**src/rtl/time_entry.sv**
```systemverilog
// time_entry: four-digit HH:MM entry from BCD switches and two bouncing push-buttons.
//
// Each raw button is synchronized (2 flops), debounced (a level changes only after
// DEBOUNCE_CYCLES equal samples) and edge-detected into a one-cycle press pulse.
// Load presses step an entry FSM through h1, h2, m1, m2. Each digit is range-checked
// before it is staged. A fourth valid digit commits the staged time to h1..m2.
// A cancel press discards the entry in progress.
//
// Optional feature: define TIME_ENTRY_TIMEOUT_EN to abort an entry that stays idle for
// TIMEOUT_CYCLES between load presses. The abort pulses err once.
//
// Ports:
//   clk         system clock, all logic on posedge
//   rst         synchronous active-high reset
//   load_btn    raw load push-button
//   cancel_btn  raw cancel push-button
//   loadin      BCD digit sampled on an accepted load press
//   h1,h2,m1,m2 committed hours tens/units, minutes tens/units
//   commit      one-cycle pulse, h1..m2 hold a new valid time
//   err         one-cycle pulse, digit rejected (or entry timed out)
//   busy        entry in progress (digit_idx != 0)
//   digit_idx   index of the next digit expected (0=h1 .. 3=m2)
module time_entry #(
  parameter int unsigned DEBOUNCE_CYCLES = 1000000,
  parameter int unsigned TIMEOUT_CYCLES  = 500000000
) (
  input  logic       clk,
  input  logic       rst,
  input  logic       load_btn,
  input  logic       cancel_btn,
  input  logic [3:0] loadin,
  output logic [3:0] h1,
  output logic [3:0] h2,
  output logic [3:0] m1,
  output logic [3:0] m2,
  output logic       commit,
  output logic       err,
  output logic       busy,
  output logic [1:0] digit_idx
);

  localparam int unsigned DbCntW = (DEBOUNCE_CYCLES > 1) ? $clog2(DEBOUNCE_CYCLES) : 1;

  typedef enum logic [2:0] {
    StD0  = 3'd0,
    StD1  = 3'd1,
    StD2  = 3'd2,
    StD3  = 3'd3,
    StCmt = 3'd4
  } state_t;

  // ---------------------------------------------------------------------------
  // Button conditioning. Bit 0 is load, bit 1 is cancel.
  // ---------------------------------------------------------------------------
  logic [1:0]        w_raw;
  logic [1:0]        r_sync1;
  logic [1:0]        r_sync2;
  logic [1:0]        r_db;
  logic [1:0]        r_db_d;
  logic [1:0]        r_armed;
  logic [1:0]        r_press;
  logic [1:0]        r_fill;
  logic [DbCntW-1:0] r_db_cnt [2];

  assign w_raw = {cancel_btn, load_btn};

  // r_fill marks when r_sync2 carries a post-reset sample of the pin. A button is armed
  // only after it has been seen released, so a button held through reset stays silent
  // until it is released and pressed again.
  always_ff @(posedge clk) begin
    if (rst) begin
      r_sync1  <= '0;
      r_sync2  <= '0;
      r_db     <= '0;
      r_db_d   <= '0;
      r_armed  <= '0;
      r_press  <= '0;
      r_fill   <= '0;
      for (int b = 0; b < 2; b++) begin
        r_db_cnt[b] <= '0;
      end
    end else begin
      r_fill <= {r_fill[0], 1'b1};
      for (int b = 0; b < 2; b++) begin
        r_sync1[b] <= w_raw[b];
        r_sync2[b] <= r_sync1[b];
        r_db_d[b]  <= r_db[b];
        r_press[b] <= r_db[b] & ~r_db_d[b] & r_armed[b];
        if (r_fill[1] && !r_sync2[b]) begin
          r_armed[b] <= 1'b1;
        end
        if (r_sync2[b] == r_db[b]) begin
          r_db_cnt[b] <= '0;
        end else if (r_db_cnt[b] == DbCntW'(DEBOUNCE_CYCLES - 1)) begin
          r_db[b]     <= r_sync2[b];
          r_db_cnt[b] <= '0;
        end else begin
          r_db_cnt[b] <= r_db_cnt[b] + 1'b1;
        end
      end
    end
  end

  // ---------------------------------------------------------------------------
  // Entry FSM
  // ---------------------------------------------------------------------------
  state_t          r_state;
  state_t          w_state_d;
  logic [3:0][3:0] r_stg;
  logic [3:0][3:0] w_stg_d;
  logic [3:0][3:0] r_time;
  logic            r_commit;
  logic            r_err;
  logic            w_commit_d;
  logic            w_err_d;
  logic [3:0]      w_limit;
  logic            w_valid;
  logic            w_load;
  logic            w_cancel;
  logic            w_timeout;

  assign digit_idx = (r_state == StCmt) ? 2'd0 : r_state[1:0];
  assign busy      = (digit_idx != 2'd0);
  assign w_load    = r_press[0];
  assign w_cancel  = r_press[1] | w_timeout;

`ifdef TIME_ENTRY_TIMEOUT_EN
  localparam int unsigned ToCntW = (TIMEOUT_CYCLES > 1) ? $clog2(TIMEOUT_CYCLES) : 1;

  logic [ToCntW-1:0] r_to_cnt;

  // Counts idle cycles during an entry. Any load press, accepted or rejected, restarts it.
  assign w_timeout = busy && !w_load && (r_to_cnt == ToCntW'(TIMEOUT_CYCLES - 1));

  always_ff @(posedge clk) begin
    if (rst || !busy || w_load || w_timeout) begin
      r_to_cnt <= '0;
    end else begin
      r_to_cnt <= r_to_cnt + 1'b1;
    end
  end
`else
  assign w_timeout = 1'b0;
`endif

  // Largest legal value for the digit currently expected. 10..15 always exceed it.
  always_comb begin
    w_limit = 4'd9;
    case (r_state)
      StD0:    w_limit = 4'd2;
      StD1:    w_limit = (r_stg[0] == 4'd2) ? 4'd3 : 4'd9;
      StD2:    w_limit = 4'd5;
      default: w_limit = 4'd9;
    endcase
  end

  assign w_valid = (loadin <= w_limit);

  always_comb begin
    w_state_d  = r_state;
    w_stg_d    = r_stg;
    w_commit_d = 1'b0;
    w_err_d    = 1'b0;
    if (r_state == StCmt) begin
      // Loads arriving during the commit cycle are dropped.
      w_state_d = StD0;
    end else if (w_cancel) begin
      // Cancel takes priority over a simultaneous load; in D0 there is nothing to drop.
      if (r_state != StD0) begin
        w_state_d = StD0;
        w_stg_d   = '0;
      end
    end else if (w_load) begin
      if (w_valid) begin
        w_stg_d[r_state[1:0]] = loadin;
        case (r_state)
          StD0:    w_state_d = StD1;
          StD1:    w_state_d = StD2;
          StD2:    w_state_d = StD3;
          default: w_state_d = StCmt;
        endcase
        if (r_state == StD3) begin
          w_commit_d = 1'b1;
        end
      end else begin
        w_err_d = 1'b1;
      end
    end
    if (w_timeout) begin
      w_err_d = 1'b1;
    end
  end

  // commit and the new time become visible together during the CMT cycle.
  always_ff @(posedge clk) begin
    if (rst) begin
      r_state  <= StD0;
      r_stg    <= '0;
      r_time   <= '0;
      r_commit <= 1'b0;
      r_err    <= 1'b0;
    end else begin
      r_state  <= w_state_d;
      r_stg    <= w_stg_d;
      r_commit <= w_commit_d;
      r_err    <= w_err_d;
      if (w_commit_d) begin
        r_time <= w_stg_d;
      end
    end
  end

  assign h1     = r_time[0];
  assign h2     = r_time[1];
  assign m1     = r_time[2];
  assign m2     = r_time[3];
  assign commit = r_commit;
  assign err    = r_err;

endmodule

```
**config.mk**
```make
export PLATFORM = sky130hd
export DESIGN_NAME = time_entry
export DESIGN_NICKNAME = d
export VERILOG_FILES = /design/src/rtl/time_entry.sv
export SDC_FILE = /design/constraint.sdc
export NUM_CORES = 1
export LEC_CHECK = 0
export BUFFER_PORTS_ARGS = -buffer_cell sky130_fd_sc_hd__buf_2
export CAP_MARGIN = 10
export CORE_UTILIZATION = 64
export DETAILED_ROUTE_END_ITERATION = 10
export PLACE_DENSITY = 0.84
export SLEW_MARGIN = 30
export SYNTH_ARGS = -nofsm -noshare
export SYNTH_HDL_FRONTEND = slang
export SYNTH_SLANG_ARGS = --single-unit
```
**constraint.sdc**
```tcl
create_clock -name clk -period 4.2 [get_ports clk]
set_input_delay 0.42 -clock clk [delete_from_list [all_inputs] [get_ports clk]]
set_output_delay 0.42 -clock clk [all_outputs]
set_load 0.02 [all_outputs]
```
# [Word-level counts from Yosys, hierarchy flattened]
# Memories as Yosys holds them, arrays and structs flattened.
# Index checks and enable logic that the tools add are counted.
[word_totals] ff_bits=51 mem_bits_rw=40 inputBits=8 out_inout_bits=21 wordCells=120 n_memories=1
[classes] n_addsub=2 n_lt_le_gt_ge=3 eq_ne=10 muxes=53 bitwise_logic=15 n_reduce_logical=15
[mem_list] name="r_db_cnt" words=2 width=20 read_ports=2 rd_clocked_by_memory_dff=0 write_ports=2 line_no="63" source="logic [DbCntW-1:0] r_db_cnt [2];"
[op_table] op="$mux 20" count=6
[op_table] op="$mux 16" count=5
[op_table] op="$add 20x1->20 const B" count=2
[op_table] op="$eq 20x20->1 const B" count=2
[op_table] op="$mux 1" count=31
[op_table] op="$bwmux 16" count=1
[op_table] op="$mux 3" count=4
[op_table] op="$pmux 4 s3" count=1
[op_table] op="$pmux 3 s3" count=1
[op_table] op="$demux 4 s2" count=1
[op_table] op="$mux 4" count=2
[op_table] op="$eq 3x2->1 const B" count=2
[op_table] op="$or 1x1->1" count=6
[op_table] op="$reduce_bool 2->1" count=3
[op_table] op="$not 1->1" count=5
[op_table] op="$and 1x1->1" count=4
[op_table] op="$eq 4x2->1 const B" count=1
[op_table] op="$le 4x4->1" count=1
[op_table] op="$reduce_and 2->1" count=2
[op_table] op="$reduce_or 4->1" count=1
[op_table] op="$eq 3x1->1 const B" count=1
[op_table] op="$eq 3x3->1 const B" count=1
[op_table] op="$logic_and 1x1->1" count=3
[op_table] op="$logic_not 3->1" count=1
[op_table] op="other kinds (9)" count=11

# [Logic depth before layout (Yosys ltp)]
[logic_depth] word_depth=9 ltp_mapped=10

# [Worst setup path before layout]
# Ideal clock, no wire load.
[synth_path] path_kind="flip-flop to flip-flop" from="register r_state[1]" to="register r_time (netlist bit m2[0])" setup_ps=121 arrival_ps=2554 required_ps=4079 setup_slack_ps=1526 path_stages_with_launch=11 n_path_buf=2 path_cell_list="dfxtp_1 clkbuf_1 nor4b_1 a21oi_1 ha_1 nor2b_1 o211a_4 o21a_1 buf_2 nor2_2 mux2_2"
[synth_between] elab_chain_len=9 elab_cells_between_ends=24
[synth_lines] element="from (decl)" line_no="107" source="state_t r_state;"
[synth_lines] element="from (signal assigned)" line_no="197" source="r_state <= StD0;"
[synth_lines] element="from (signal assigned)" line_no="203" source="r_state <= w_state_d;"
[synth_lines] element="$lt 2x3->1 (not written as such) or $ge 2x1->1 (tied branches)" line_no="175" source="w_stg_d[r_state[1:0]] = loadin;"
[synth_lines] element="$logic_and 1x1->1 (not written as such)" line_no="175"
[synth_lines] element="$mux 4 (not written as such)" line_no="175"
[synth_lines] element="$demux 4 s2" line_no="175"
[synth_lines] element="$bwmux 16" line_no="175"
[synth_lines] element="$mux 16" line_no="174" source="if (w_valid) begin"
[synth_lines] element="$mux 16" line_no="173" source="end else if (w_load) begin"
[synth_lines] element="$mux 16" line_no="167" source="end else if (w_cancel) begin"
[synth_lines] element="$mux 16" line_no="164" source="if (r_state == StCmt) begin"
[synth_lines] element="to (signal assigned)" line_no="208" source="r_time <= w_stg_d;"
[synth_lines] element="to (decl)" line_no="111" source="logic [3:0][3:0] r_time;"
# Parallel ways exist; a longest one is shown, timed or not.
# A chain may end at the register's enable or synchronous reset.

# [Worst setup path in the final report]
[layout_path] from="register r_state[0]" to="register r_time (netlist bit m1[3])"
# Same word-level chain as after synthesis.

==> flow_summary.yaml <==
yosys:
  ys_seq_elements: 88
  async_flop_share_pct: 0
  synthTopCellsByArea: "edfxtp_1 (29%), dfxtp_1 (23%), nor2_1 (5.8%)"
  yosys.area.top_type: "edfxtp_1"
  ys_warn_count: 0
  synth_top_flop_cell: "dfxtp_1"
  syn-cell-area_mm2: 0.00413
  ys_seq_area_share_pct: 52.3
  synth-edff-count: 40
  synth_top_area_share_pct: 29.1
  synth_cells: 418
  yosysMostFrequentCell: "nor2_1"
  synth.avg_cell_area_um2: 9.89
  synthTopCellsByCount: "nor2_1 (64), dfxtp_1 (48), edfxtp_1 (40)"
  synth_cell_type_count: 51
grt:
  antenna_found_initial: 0
  first_global_vias: 3098
  grt_max_degree: 33
  grt_pass1_wl_mm: 14.1
  grt_usage_pct: 28.0
  gr-total-overflow: 0
critical_path:
  cp_num_buf_inv: 0
  cp_cell_sequence: "nor3_1 -> a21oi_1 -> ha_1 -> nor2b_1 -> o211a_4 -> o21ai_2 -> nand2_1 -> a32o_1"
  critical_path_class: "reg2reg"
  crit_family: "compound AO/OA/AOI/OAI gates"
  crit_slowest_cell: "o21ai_2"
  critPathArrivalTime_ps: 3380
  crit_fanout: 23
  reg2reg_depth: 8
  startpoint_type: "register"
  cp_slowest_stage_delay_ps: 710
  cp.required_ps: 4470
  cp-end-kind: "register"
  cp.depth: 8
cts:
  cts_root_buf: "clkbuf_8"
  cts-resized-gates: 0
  cts_tree: "done"
  clock_latency_ps: 370
  cts_sinks: 88
  cts_max_level: 3
  cts_made_buffers: 9
  cts_setup_buffers: 0
  clk_path_buf_depth: 2
  path_clk_slew_ps: 90
  postCtsHoldBufs: 0
sta:
  finalWorstPathRequiredPeriod_ps: 3110
  period_share_pct: 74.1
  finalSetupTns_ps: 0
  fmax_ghz: 0.321
  final.setup.worst_slack_ps: 1090
  rsz0062_at_grt: "false"
  drv_slew: 0
  fin_worst_skew_ps: 5.13
  worstMarginPinSlew_ps: 891
  slew_headroom_pct: 40.6
  finalHoldViolCount: 0
  setup_viol: 0
power_and_ir_drop:
  ir_drop_mv: 0.246
  power_leakage_nw: 1.80
  p_per_area_mw_per_mm2: 342
placed_design:
  io_buffers: 28
  gp_congestion: 0.878
  place_ws_ps: 1090
  hpwl_mm: 5.73
  place_area_mm2: 0.00444
layout:
  syn2layout_area_growth_pct: 12.2
  fillers: 431
  drive_above_1_share_pct: 11.4
  final_nets: 493
  antennaDiodeCount: 0
  final_area_mm2: 0.00464
floorplanning:
  rows: 28
  die_w_um: 82.4
  initial_core_util_pct: 68.2
  core_area_mm2: 0.00606
  io-pin-count: 29
  dieArea_mm2: 0.00678
  die_h_um: 82.4
detailed_routing:
  vias: 3282
  ant_nets: 0
  viasPerCell: 5.87
  drcViolationCount: 0
  wl_per_cell_um: 15.5
  routed_wl_mm: 8.64
  dr.pass1.iters: 5
  first_iter_violations: 261
flow_run:
  maxCapViolCount: 0
hold_path:
  hp-class: "in2reg"
  hold_depth: 2
status:
  status: "finished clean"
report_power, final:
part           switching (W)  leakage, nW  internal [W]
clock network       0.000329       0.0993      0.000257
logic              0.0000405        0.896     0.0000230
registers          0.0000209        0.801      0.000916
metal layers:
layer | global-route usage, % | part of all wire [%] | vias up | wire length, um
met5 | 0 | 0 | - | 0
met4 | 15.4 | 3.7 | 0 | 317
met3 | 6.92 | 5.9 | 38 | 511
met2 | 47.7 | 49 | 132 | 4240
met1 | 32.2 | 41 | 1530 | 3570
li1 | - | - | 1582 | -
cell type report:
class / count / area, um^2 / area share, %
Multi-Input combinational cell: 341 / 2010 / 43.2
Timing Repair Buffer: 28 / 140 / 3.02
Clock inverter: 6 / 46.3 / 0.998
Clock buffer: 10 / 149 / 3.21
Tap cell: 75 / 93.8 / 2.02
Inverter: 11 / 41.3 / 0.890
Sequential cell: 88 / 2160 / 46.6
stage by stage:
stage,cells,util [%],hold slack [ps],power (W)
final,559,76.5,252,0.00159
after global routing,559,76.5,271,0.00163
after global placement,543,73.3,417,0.00101
after detailed placement,543,73.3,427,0.00102
after floorplan,457,-,414,0.000996
after CTS,559,76.5,250,0.00159
registers in the layout, indices dropped and copies added, names as in the netlist, 2 cells and up:
| register | cells |
|---|---|
| r_sync1 | 2 |
| r_fill | 2 |
| m2 | 4 |
| r_armed | 2 |
| r_db_cnt | 40 |
| r_state | 3 |
| r_press | 2 |
| r_db | 2 |
| r_sync2 | 2 |
| h1 | 4 |
| r_stg | 13 |
| m1 | 4 |
| r_db_d | 2 |
| h2 | 4 |
kinds of logic (layout without fill, tap and decap cells):
| kind of cell | after synthesis | count (layout) | synth area share, % |
|---|---|---|---|
| adders and majority gates | 6 | 6 | 1.82 |
| AOI/OAI and AO/OA | 63 | 63 | 10.8 |
| DFF | 88 | 88 | 52.3 |
| muxes | 4 | 4 | 0.999 |
| other | 1 | 40 | 0.0907 |
| buffers and inverters | 28 | 55 | 2.72 |
| and+or+nand+nor | 189 | 189 | 23.0 |
| xor gates and xnor gates | 39 | 39 | 8.26 |
cell usage in the layout, fill, tap and decap left out, drive strengths merged, types with 4 or more instances in the layout:
master	instances
a32o	10
ha	6
dfxtp	48
nand3	30
xor2	27
nor2b	13
o21ai	9
buf	28
edfxtp	40
nand2	30
nor4	9
clkbuf	10
and3	6
nor2	65
a21oi	23
nand2b	4
and4	5
nor3	7
inv	15
nand4	8
conb	40
xnor2	12
worst paths after layout:
kind	startpoint	endpoint	slack, ps
max	r_state[0]$_SDFFE_PP0P_	m1[3]$_SDFFE_PP0P_	1090
min	load_btn	r_sync1[0]$_SDFF_PP0_	250
max reg2reg	r_state[0]$_SDFFE_PP0P_	m1[3]$_SDFFE_PP0P_	1090
min reg2reg	r_fill[0]$_DFF_P_	r_fill[1]$_SDFF_PP0_	450
No activity file was read; power rests on OpenSTA's default activity.
